<file path="config.mk">
export PLATFORM = sky130hd
export DESIGN_NAME = csr_bus_initiator
export DESIGN_NICKNAME = d
export VERILOG_FILES = /design/src/rtl/csr_bus_pkg.sv /design/src/rtl/csr_rsp_fifo.sv /design/src/rtl/csr_bus_initiator.sv
export SDC_FILE = /design/constraint.sdc
export NUM_CORES = 1
export LEC_CHECK = 0
export ABC_AREA = 1
export ABC_CLOCK_PERIOD_IN_PS = 8000
export CORE_MARGIN = 2
export CORE_UTILIZATION = 30
export DETAILED_ROUTE_END_ITERATION = 10
export SLEW_MARGIN = 20
export SYNTH_ARGS = -nofsm -noshare
export SYNTH_HDL_FRONTEND = slang
export SYNTH_SLANG_ARGS = --single-unit
</file>
<file path="constraint.sdc">
create_clock -name clk -period 8 [get_ports clk]
set_input_delay 0.8 -clock clk [delete_from_list [all_inputs] [get_ports clk]]
set_output_delay 0.8 -clock clk [all_outputs]
set_load 0.1 [all_outputs]
</file>
<file path="src/rtl/csr_bus_pkg.sv">
// Shared CSR bus definitions: operation codes, bus widths and the response record.
package csr_bus_pkg;

  localparam int CSR_ADDR_W = 12;
  localparam int CSR_DATA_W = 32;

  localparam logic [2:0] CSR_OP_READ  = 3'b000;
  localparam logic [2:0] CSR_OP_WRITE = 3'b001;
  localparam logic [2:0] CSR_OP_SET   = 3'b010;
  localparam logic [2:0] CSR_OP_CLEAR = 3'b011;

  typedef struct packed {
    logic                  err;
    logic [CSR_DATA_W-1:0] rdata;
  } csr_rsp_t;

  // Codes 1xx are reserved: issued as a plain read, reported as an error.
  function automatic logic csr_op_reserved(logic [2:0] op);
    return op[2];
  endfunction

endpackage

</file>
<file path="src/rtl/csr_rsp_fifo.sv">
// Synchronous FIFO with fall-through head; push and pop on a full FIFO in the same cycle are allowed.
module csr_rsp_fifo #(
  parameter int DEPTH = 4,
  parameter int WIDTH = 33
) (
  input  logic             clk,
  input  logic             rstn,
  input  logic             push_i,
  input  logic [WIDTH-1:0] wdata_i,
  input  logic             pop_i,
  output logic [WIDTH-1:0] rdata_o,
  output logic             full_o,
  output logic             empty_o
);

  localparam int PTR_W = (DEPTH > 1) ? $clog2(DEPTH) : 1;
  localparam int CNT_W = $clog2(DEPTH + 1);

  logic [WIDTH-1:0] mem_q [DEPTH];
  logic [PTR_W-1:0] wr_ptr_q, wr_ptr_d;
  logic [PTR_W-1:0] rd_ptr_q, rd_ptr_d;
  logic [CNT_W-1:0] cnt_q, cnt_d;
  logic             do_pop;

  function automatic logic [PTR_W-1:0] ptr_inc(logic [PTR_W-1:0] p);
    return (p == PTR_W'(DEPTH - 1)) ? '0 : p + PTR_W'(1);
  endfunction

  assign empty_o = (cnt_q == '0);
  assign full_o  = (cnt_q == CNT_W'(DEPTH));
  assign rdata_o = mem_q[rd_ptr_q];
  assign do_pop  = pop_i & ~empty_o;

  always_comb begin
    wr_ptr_d = wr_ptr_q;
    rd_ptr_d = rd_ptr_q;
    cnt_d    = cnt_q;
    if (push_i) wr_ptr_d = ptr_inc(wr_ptr_q);
    if (do_pop) rd_ptr_d = ptr_inc(rd_ptr_q);
    case ({push_i, do_pop})
      2'b10:   cnt_d = cnt_q + CNT_W'(1);
      2'b01:   cnt_d = cnt_q - CNT_W'(1);
      default: cnt_d = cnt_q;
    endcase
  end

  always_ff @(posedge clk) begin
    if (!rstn) begin
      wr_ptr_q <= '0;
      rd_ptr_q <= '0;
      cnt_q    <= '0;
    end else begin
      wr_ptr_q <= wr_ptr_d;
      rd_ptr_q <= rd_ptr_d;
      cnt_q    <= cnt_d;
    end
  end

  // Storage carries no reset; only the pointers and count define occupancy.
  always_ff @(posedge clk) begin
    if (push_i) mem_q[wr_ptr_q] <= wdata_i;
  end

endmodule

</file>
<file path="src/rtl/csr_bus_initiator.sv">
// CSR bus initiator: request stream -> overlapped address/data phases -> response FIFO.
// Optional saturating error counter enabled by CSR_BUS_INITIATOR_ERRCNT_EN.
module csr_bus_initiator
  import csr_bus_pkg::*;
#(
  parameter int                    RSP_DEPTH = 4,
  parameter logic [CSR_ADDR_W-1:0] IDLE_ADDR = 12'h000
) (
  input  logic                  clk,
  input  logic                  rstn,
  input  logic                  req_valid,
  output logic                  req_ready,
  input  logic [CSR_ADDR_W-1:0] req_addr,
  input  logic [2:0]            req_op,
  input  logic [CSR_DATA_W-1:0] req_wdata,
  output logic                  rsp_valid,
  input  logic                  rsp_ready,
  output logic [CSR_DATA_W-1:0] rsp_rdata,
  output logic                  rsp_err,
  output logic [15:0]           err_count,
  output logic [CSR_ADDR_W-1:0] csr_addr,
  output logic                  csr_read,
  output logic [2:0]            csr_modify,
  output logic [CSR_DATA_W-1:0] csr_wdata,
  input  logic [CSR_DATA_W-1:0] csr_rdata,
  input  logic                  csr_valid
);

  localparam int CNT_W = $clog2(RSP_DEPTH + 1);

  logic                  accept, pop;
  logic [CNT_W-1:0]      out_q, out_d;
  logic                  ap_vld_q;
  logic [CSR_ADDR_W-1:0] csr_addr_q;
  logic [2:0]            ap_op_q;
  logic [CSR_DATA_W-1:0] ap_wdata_q;
  logic                  csr_read_q, dp_rsvd_q;
  logic [2:0]            csr_modify_q;
  logic [CSR_DATA_W-1:0] csr_wdata_q;
  logic                  rsp_push, rsp_full, rsp_empty;
  csr_rsp_t              push_rsp, head_rsp;

  assign accept    = req_valid & req_ready;
  assign pop       = rsp_valid & rsp_ready;
  assign req_ready = (out_q < CNT_W'(RSP_DEPTH));

  // Credits cover both in-flight phases and FIFO contents, so the FIFO never overflows.
  always_comb begin
    out_d = out_q;
    case ({accept, pop})
      2'b10:   out_d = out_q + CNT_W'(1);
      2'b01:   out_d = out_q - CNT_W'(1);
      default: out_d = out_q;
    endcase
  end

  always_ff @(posedge clk) begin
    if (!rstn) out_q <= '0;
    else       out_q <= out_d;
  end

  // Address phase
  always_ff @(posedge clk) begin
    if (!rstn) begin
      ap_vld_q   <= 1'b0;
      csr_addr_q <= IDLE_ADDR;
    end else begin
      ap_vld_q   <= accept;
      csr_addr_q <= accept ? req_addr : IDLE_ADDR;
    end
  end

  always_ff @(posedge clk) begin
    if (accept) begin
      ap_op_q    <= req_op;
      ap_wdata_q <= req_wdata;
    end
  end

  // Data phase
  always_ff @(posedge clk) begin
    if (!rstn) begin
      csr_read_q   <= 1'b0;
      dp_rsvd_q    <= 1'b0;
      csr_modify_q <= CSR_OP_READ;
      csr_wdata_q  <= '0;
    end else begin
      csr_read_q   <= ap_vld_q;
      dp_rsvd_q    <= ap_vld_q & csr_op_reserved(ap_op_q);
      csr_modify_q <= (ap_vld_q && !csr_op_reserved(ap_op_q)) ? ap_op_q : CSR_OP_READ;
      csr_wdata_q  <= ap_vld_q ? ap_wdata_q : '0;
    end
  end

  assign csr_addr   = csr_addr_q;
  assign csr_read   = csr_read_q;
  assign csr_modify = csr_modify_q;
  assign csr_wdata  = csr_wdata_q;

  // Response capture at the end of the data phase
  assign push_rsp.err   = ~csr_valid | dp_rsvd_q;
  assign push_rsp.rdata = csr_rdata;
  assign rsp_push       = csr_read_q & (~rsp_full | pop);

  csr_rsp_fifo #(
    .DEPTH (RSP_DEPTH),
    .WIDTH ($bits(csr_rsp_t))
  ) u_rsp_fifo (
    .clk     (clk),
    .rstn    (rstn),
    .push_i  (rsp_push),
    .wdata_i (push_rsp),
    .pop_i   (pop),
    .rdata_o (head_rsp),
    .full_o  (rsp_full),
    .empty_o (rsp_empty)
  );

  assign rsp_valid = ~rsp_empty;
  assign rsp_rdata = head_rsp.rdata;
  assign rsp_err   = head_rsp.err;

`ifdef CSR_BUS_INITIATOR_ERRCNT_EN
  logic [15:0] err_cnt_q;

  always_ff @(posedge clk) begin
    if (!rstn)
      err_cnt_q <= '0;
    else if (rsp_push && push_rsp.err && (err_cnt_q != 16'hFFFF))
      err_cnt_q <= err_cnt_q + 16'd1;
  end

  assign err_count = err_cnt_q;
`else
  assign err_count = '0;
`endif

endmodule

</file>
==> impl_metrics.json, run 1 <==
{
  "grt_util_met1": 0.142,
  "core-area_sq_mm": 0.0269,
  "grt_antenna_before_repair": 0,
  "final-setup-viol-count": 0,
  "area_growth_pct": 32.3,
  "clockRootBuffer": "clkbuf_16",
  "worst_ir_drop_vdd_uv": 164,
  "drt_wl_total_mm": 17.6,
  "antenna_cells": 0,
  "grt_pass1_vias": 5026,
  "layout-drive-gt1-share": 0.0556,
  "max_freq_mhz": 246,
  "start_util": 0.304,
  "required_ps": 7200,
  "cts_hold_buf": 0,
  "finalHoldViolations": 0,
  "switching_share": 0.438,
  "fin_crit_sh": 0.508,
  "grt_max_degree": 67,
  "netlist_area_sq_mm": 0.00818,
  "htreeDepth": 1,
  "dr.first_iter.drc_count": 266,
  "die_h_um": 169,
  "cts.path.max_buffers": 3,
  "rsz0062_at_grt": "no",
  "final_nets": 886,
  "relSlewSlack": 0.300,
  "path_clk_slew_ps": 60,
  "powerDensity_mw_per_mm2": 377,
  "clock_skew_ps": 20.9,
  "end_kind": "output port",
  "pwr-share-seq": 0.340,
  "place_ws_ps": 4430,
  "final_util": 0.402,
  "io_buffers": 166,
  "firstDrtPassIters": 4,
  "wire_per_inst_um": 15.3,
  "grt_util_met3": 0.0589,
  "overflow": 0,
  "layout_common_cells": "edfxtp_1 (167), clkdlybuf4s50_1 (166), nor2_1 (123)",
  "status": "complete, no violations",
  "cp-start-kind": "flop",
  "cts_buffers": 24,
  "route.detailed.drc": 0,
  "synth_ff_type": "edfxtp_1",
  "grtUsageTotal": 0.121,
  "ys_ff_latch": 229,
  "ant_nets": 0,
  "cts.sinks": 229,
  "clock_latency_ps": 510,
  "cts_resized": 0,
  "layout_commonest_cell": "edfxtp_1",
  "num_vias": 4930,
  "hp-class": "flop to flop",
  "p_comb_frac": 0.417,
  "worst_slew_pin_slew_ps": 1050,
  "grt_pass1_wl_mm": 26.9,
  "cts_tree": "yes",
  "synth.avg_cell_area_sq_um": 13.2,
  "path_class": "flop to output port",
  "die_area_sq_mm": 0.0286,
  "fillers": 2548,
  "yosys_warnings": 0,
  "cts_setup_buffers": 0,
  "finalMaxSlewViolations": 0,
  "synth_seq_area_share": 0.765,
  "busiest_layer": "met2",
  "critical_path_arrival_ps": 3260,
  "p_total_mw": 4.08,
  "async_flop_share": 0,
  "maxCapViolCount": 0,
  "rows": 60,
  "power.leakage_nw": 3.99,
  "clkPwrFrac": 0.243,
  "fin_crit_ps": 4060,
  "place_congestion": 0.697,
  "synth_edf_count": 167,
  "dpl.hpwl_mm": 11.1,
  "syn_inst": 619,
  "fp.dieW_um": 169,
  "synth.distinct_cells": 25,
  "vias_per_cell": 4.29,
  "met2_usage": 0.197,
  "p_sw_mw": 1.79,
  "intPower_mw": 2.29,
  "path_max_fanout": 33,
  "layout_setup_ws_ps": 3940,
  "setup_tns_ps": 0,
  "num_io_pins": 183
}
-- cells in the mapped netlist, types with 7 or more instances --
| library cell | instances | share of area |
|---|---|---|
| edfxtp_1 | 167 | 0.61 |
| nor2_1 | 127 | 0.058 |
| inv_1 | 70 | 0.032 |
| dfxtp_1 | 62 | 0.15 |
| o21ai_0 | 52 | 0.032 |
| o22ai_1 | 33 | 0.025 |
| nand2_1 | 19 | 0.0087 |
| o21ai_1 | 18 | 0.011 |
| buf_4 | 16 | 0.015 |
| buf_2 | 12 | 0.0073 |
| buf_6 | 9 | 0.012 |
| ha_1 | 7 | 0.011 |
-- worst max-delay path, cell delays in order (launching register included) --
cell and delay, ps:
dfxtp_1 360, buf_4 270, inv_2 480, o21ai_0 190, o22ai_1 200, clkdlybuf4s50_1 1230
-- kinds of logic (layout without fill, tap and decap cells) --
group,count (synthesis),after routing,share of synthesized area
buffers and inverters,113,287,0.0710
adder cells (fa/ha/maj),9,9,0.0156
other,1,17,0.000459
AO/OA/AOI/OAI,111,111,0.0736
flip-flops,229,229,0.765
AND/OR/NAND/NOR,156,156,0.0741
-- stage by stage --
stage | instance area (sq um) | std cells | hold WS [ps]
after floorplan | 8240 | 635 | 439
after global placement | 10100 | 1107 | 413
after detailed placement | 10100 | 1107 | 416
after CTS | 10800 | 1149 | 429
after global routing | 10800 | 1150 | 449
final | 10800 | 1150 | 427
-- registers in the layout, summed over array words and instances, names as in the netlist, named ones only --
register             flops
u_rsp_fifo.rd_ptr_q      2
out_q                    3
csr_addr                12
u_rsp_fifo.mem_q       132
csr_read                 1
csr_wdata               32
ap_vld_q                 1
dp_rsvd_q                1
u_rsp_fifo.cnt_q         3
u_rsp_fifo.wr_ptr_q      2
csr_modify               3
ap_op_q                  3
ap_wdata_q              32
-- layer usage --
layer	wire (um)	up-vias	part of all wire
li1	-	2435	-
met1	6990	2270	0.40
met2	7950	195	0.45
met3	2170	30	0.12
met4	452	0	0.026
met5	0	-	0
-- area by class of cell --
| cell class | instances | area (sq um) | area share |
|---|---|---|---|
| Clock buffer | 31 | 648 | 0.0599 |
| Clock inverter | 11 | 48.8 | 0.00451 |
| Inverter | 72 | 272 | 0.0251 |
| Multi-Input combinational cell | 293 | 1430 | 0.133 |
| Sequential cell | 229 | 6260 | 0.579 |
| Tap cell | 341 | 427 | 0.0395 |
| Timing Repair Buffer | 173 | 1730 | 0.160 |
-- final timing paths --
path                                       startpoint                    end  slack, ps  cells past startpoint
worst max-delay path                             flop                rsp_err       3940                      5
worst min-delay path              ap_vld_q$_SDFF_PN0_    csr_read$_SDFF_PN0_        430                      2
worst max register to register  out_q[2]$_SDFFE_PN0P_  out_q[2]$_SDFFE_PN0P_       5770                     11
worst min register to register    ap_vld_q$_SDFF_PN0_    csr_read$_SDFF_PN0_        430                      2
-- power groups by stage --
stage          Sequential (mW)  Clock, mW  Combinational [mW]
5_1_grt                   1.40       1.07                1.79
3_3_place_gp              1.41          0                1.70
6_report                  1.39      0.991                1.70
4_1_cts                   1.39       1.02                1.72
2_1_floorplan             1.52          0                1.24
3_5_place_dp              1.41          0                1.71
Note: power is estimated with default switching activity, not from simulation.
==> run 2: changes to the inputs <==
--- a/config.mk
+++ b/config.mk
@@ -6,7 +6,7 @@
 export NUM_CORES = 1
 export LEC_CHECK = 0
 export ABC_AREA = 1
-export ABC_CLOCK_PERIOD_IN_PS = 8000
+export ABC_CLOCK_PERIOD_IN_PS = 3900
 export CORE_MARGIN = 2
 export CORE_UTILIZATION = 30
 export DETAILED_ROUTE_END_ITERATION = 10
==> constraint.sdc (replaced) <==
create_clock -name clk -period 3.9 [get_ports clk]
set_input_delay 0.39 -clock clk [delete_from_list [all_inputs] [get_ports clk]]
set_output_delay 0.39 -clock clk [all_outputs]
set_load 0.1 [all_outputs]
==> run 2 against run 1 <==
First-iteration DRC count up 2.3%. Worst hold slack got worse by 38 ps. Combinational power up 100%. Setup slack got worse by 2900 ps. Global-route usage increased by 0.29 points. Critical path type unchanged. Critical endpoint is now rsp_rdata[1].
==> impl_metrics.json, run 2 (synthesized netlist as in run 1, its figures left out) <==
{
  "cts.path.max_buffers": 3,
  "dr.first_iter.drc_count": 272,
  "power.leakage_nw": 4.08,
  "finalMaxSlewViolations": 0,
  "largest_register_ffs": 132,
  "die_area_sq_mm": 0.0286,
  "final_area_sq_mm": 0.0108,
  "cpPeakStageDelay_ps": 680,
  "final_util": 0.403,
  "cpMaxStageDelayCell": "inv_2",
  "final-setup-viol-count": 0,
  "io_buffers": 166,
  "maxCapViolCount": 0,
  "final_nets": 891,
  "cts.sinks": 229,
  "fp.dieW_um": 169,
  "cp_top_family": "buffers and inverters",
  "cts_buffers": 26,
  "required_ps": 3510,
  "status": "complete, no violations",
  "relSlewSlack": 0.298,
  "drt_wl_total_mm": 17.7,
  "fin_crit_sh": 0.742,
  "fillers": 2572,
  "end_kind": "output port",
  "fin_crit_ps": 2890,
  "area_growth_pct": 32.6,
  "max_freq_mhz": 346,
  "vias_per_cell": 4.28,
  "place_ws_ps": 1130,
  "grt_max_degree": 67,
  "firstDrtPassIters": 4,
  "num_vias": 4936,
  "grtUsageTotal": 0.124,
  "critical_path_arrival_ps": 2500,
  "pwr-share-seq": 0.331,
  "overflow": 0,
  "cts_hold_buf": 0,
  "num_io_pins": 183,
  "wire_per_inst_um": 15.4,
  "cts_tree": "yes",
  "cts_setup_buffers": 0,
  "layout_commonest_cell": "edfxtp_1",
  "clkPwrFrac": 0.266,
  "layout_common_cells": "edfxtp_1 (167), clkdlybuf4s50_1 (133), nor2_1 (123)",
  "grt_pass1_wl_mm": 27.6,
  "hp-class": "primary input to flop",
  "path_class": "flop to output port",
  "die_h_um": 169,
  "worst_slew_pin_slew_ps": 1050,
  "grt_pass1_vias": 5004,
  "cp.depth": 5,
  "finalHoldViolations": 0,
  "p_comb_frac": 0.403,
  "rows": 60,
  "setup_tns_ps": 0,
  "cp-start-kind": "flop",
  "worstPathCellList": "inv_2 -> buf_4 -> nor2_1 -> o22ai_1 -> buf_4",
  "path_max_fanout": 57,
  "intPower_mw": 4.86,
  "htreeDepth": 1,
  "dpl.hpwl_mm": 11.3,
  "cts_resized": 0,
  "worst_ir_drop_vdd_uv": 363,
  "rsz0062_at_grt": "no",
  "holdPathStages": 3,
  "clockRootBuffer": "clkbuf_16",
  "top_register": "u_rsp_fifo.mem_q",
  "antenna_cells": 0,
  "grt_antenna_before_repair": 0,
  "ant_nets": 0,
  "switching_share": 0.434,
  "route.detailed.drc": 0,
  "powerDensity_mw_per_mm2": 792,
  "place_congestion": 0.719,
  "fin_hold_ws_ps": 390,
  "ff2ff_path_depth": 12,
  "start_util": 0.304,
  "core-area_sq_mm": 0.0269,
  "path_clk_slew_ps": 50,
  "layout-drive-gt1-share": 0.105,
  "worst-path-buf-inv": 3,
  "placed_cell_area_sq_mm": 0.0100,
  "p_sw_mw": 3.73,
  "clock_latency_ps": 520,
  "cpMostUsedCell": "buf_4",
  "layout_setup_ws_ps": 1010,
  "clock_skew_ps": 7.73
}
==> run 2: final timing paths <==
check	end	slack, ps	from
worst min register to register	csr_wdata[29]$_SDFF_PN0_	460	ap_wdata_q[29]$_DFFE_PP_
worst min-delay path	csr_addr[4]$_SDFF_PN0_	390	req_addr[4]
worst max register to register	u_rsp_fifo.cnt_q[2]$_SDFFE_PN0P_	1690	u_rsp_fifo.cnt_q[1]$_SDFFE_PN0P_
worst max-delay path	rsp_rdata[1]	1010	flop
==> run 2: through the flow <==
stage | power (mW) | cells
floorplan | 5.66 | 635
global placement | 6.37 | 1111
detailed placement | 6.39 | 1111
CTS | 8.71 | 1152
global route | 8.97 | 1152
finish | 8.59 | 1152
==> run 2: area by class of cell <==
type | count | area, sq um | share of cell area
repair buffers | 176 | 1650 | 0.153
well taps | 341 | 427 | 0.0394
clock buffers | 38 | 757 | 0.0698
flip-flops and latches | 229 | 6260 | 0.577
multi-input cells | 293 | 1430 | 0.132
clock inverters | 3 | 41.3 | 0.00381
inverters | 72 | 270 | 0.0249
==> run 2: power groups by stage <==
stage               logic (mW)  clock network, mW  registers [mW]
finish                    3.46               2.28            2.84
global route              3.65               2.46            2.86
CTS                       3.51               2.36            2.84
detailed placement        3.50                  0            2.89
global placement          3.48                  0            2.89
floorplan                 2.55                  0            3.11
==> run 2: metal layers <==
layer	GRT usage	routed length, um	up-vias
li1	-	-	2433
met1	0.148	7180	2262
met2	0.196	7790	209
met3	0.0634	2280	32
met4	0.0394	476	0
met5	0	0	-
==> run 2: worst min-delay path, stage by stage <==
cell and delay [ps]:
clkdlybuf4s50_1 390, inv_1 50, nor2_1 30
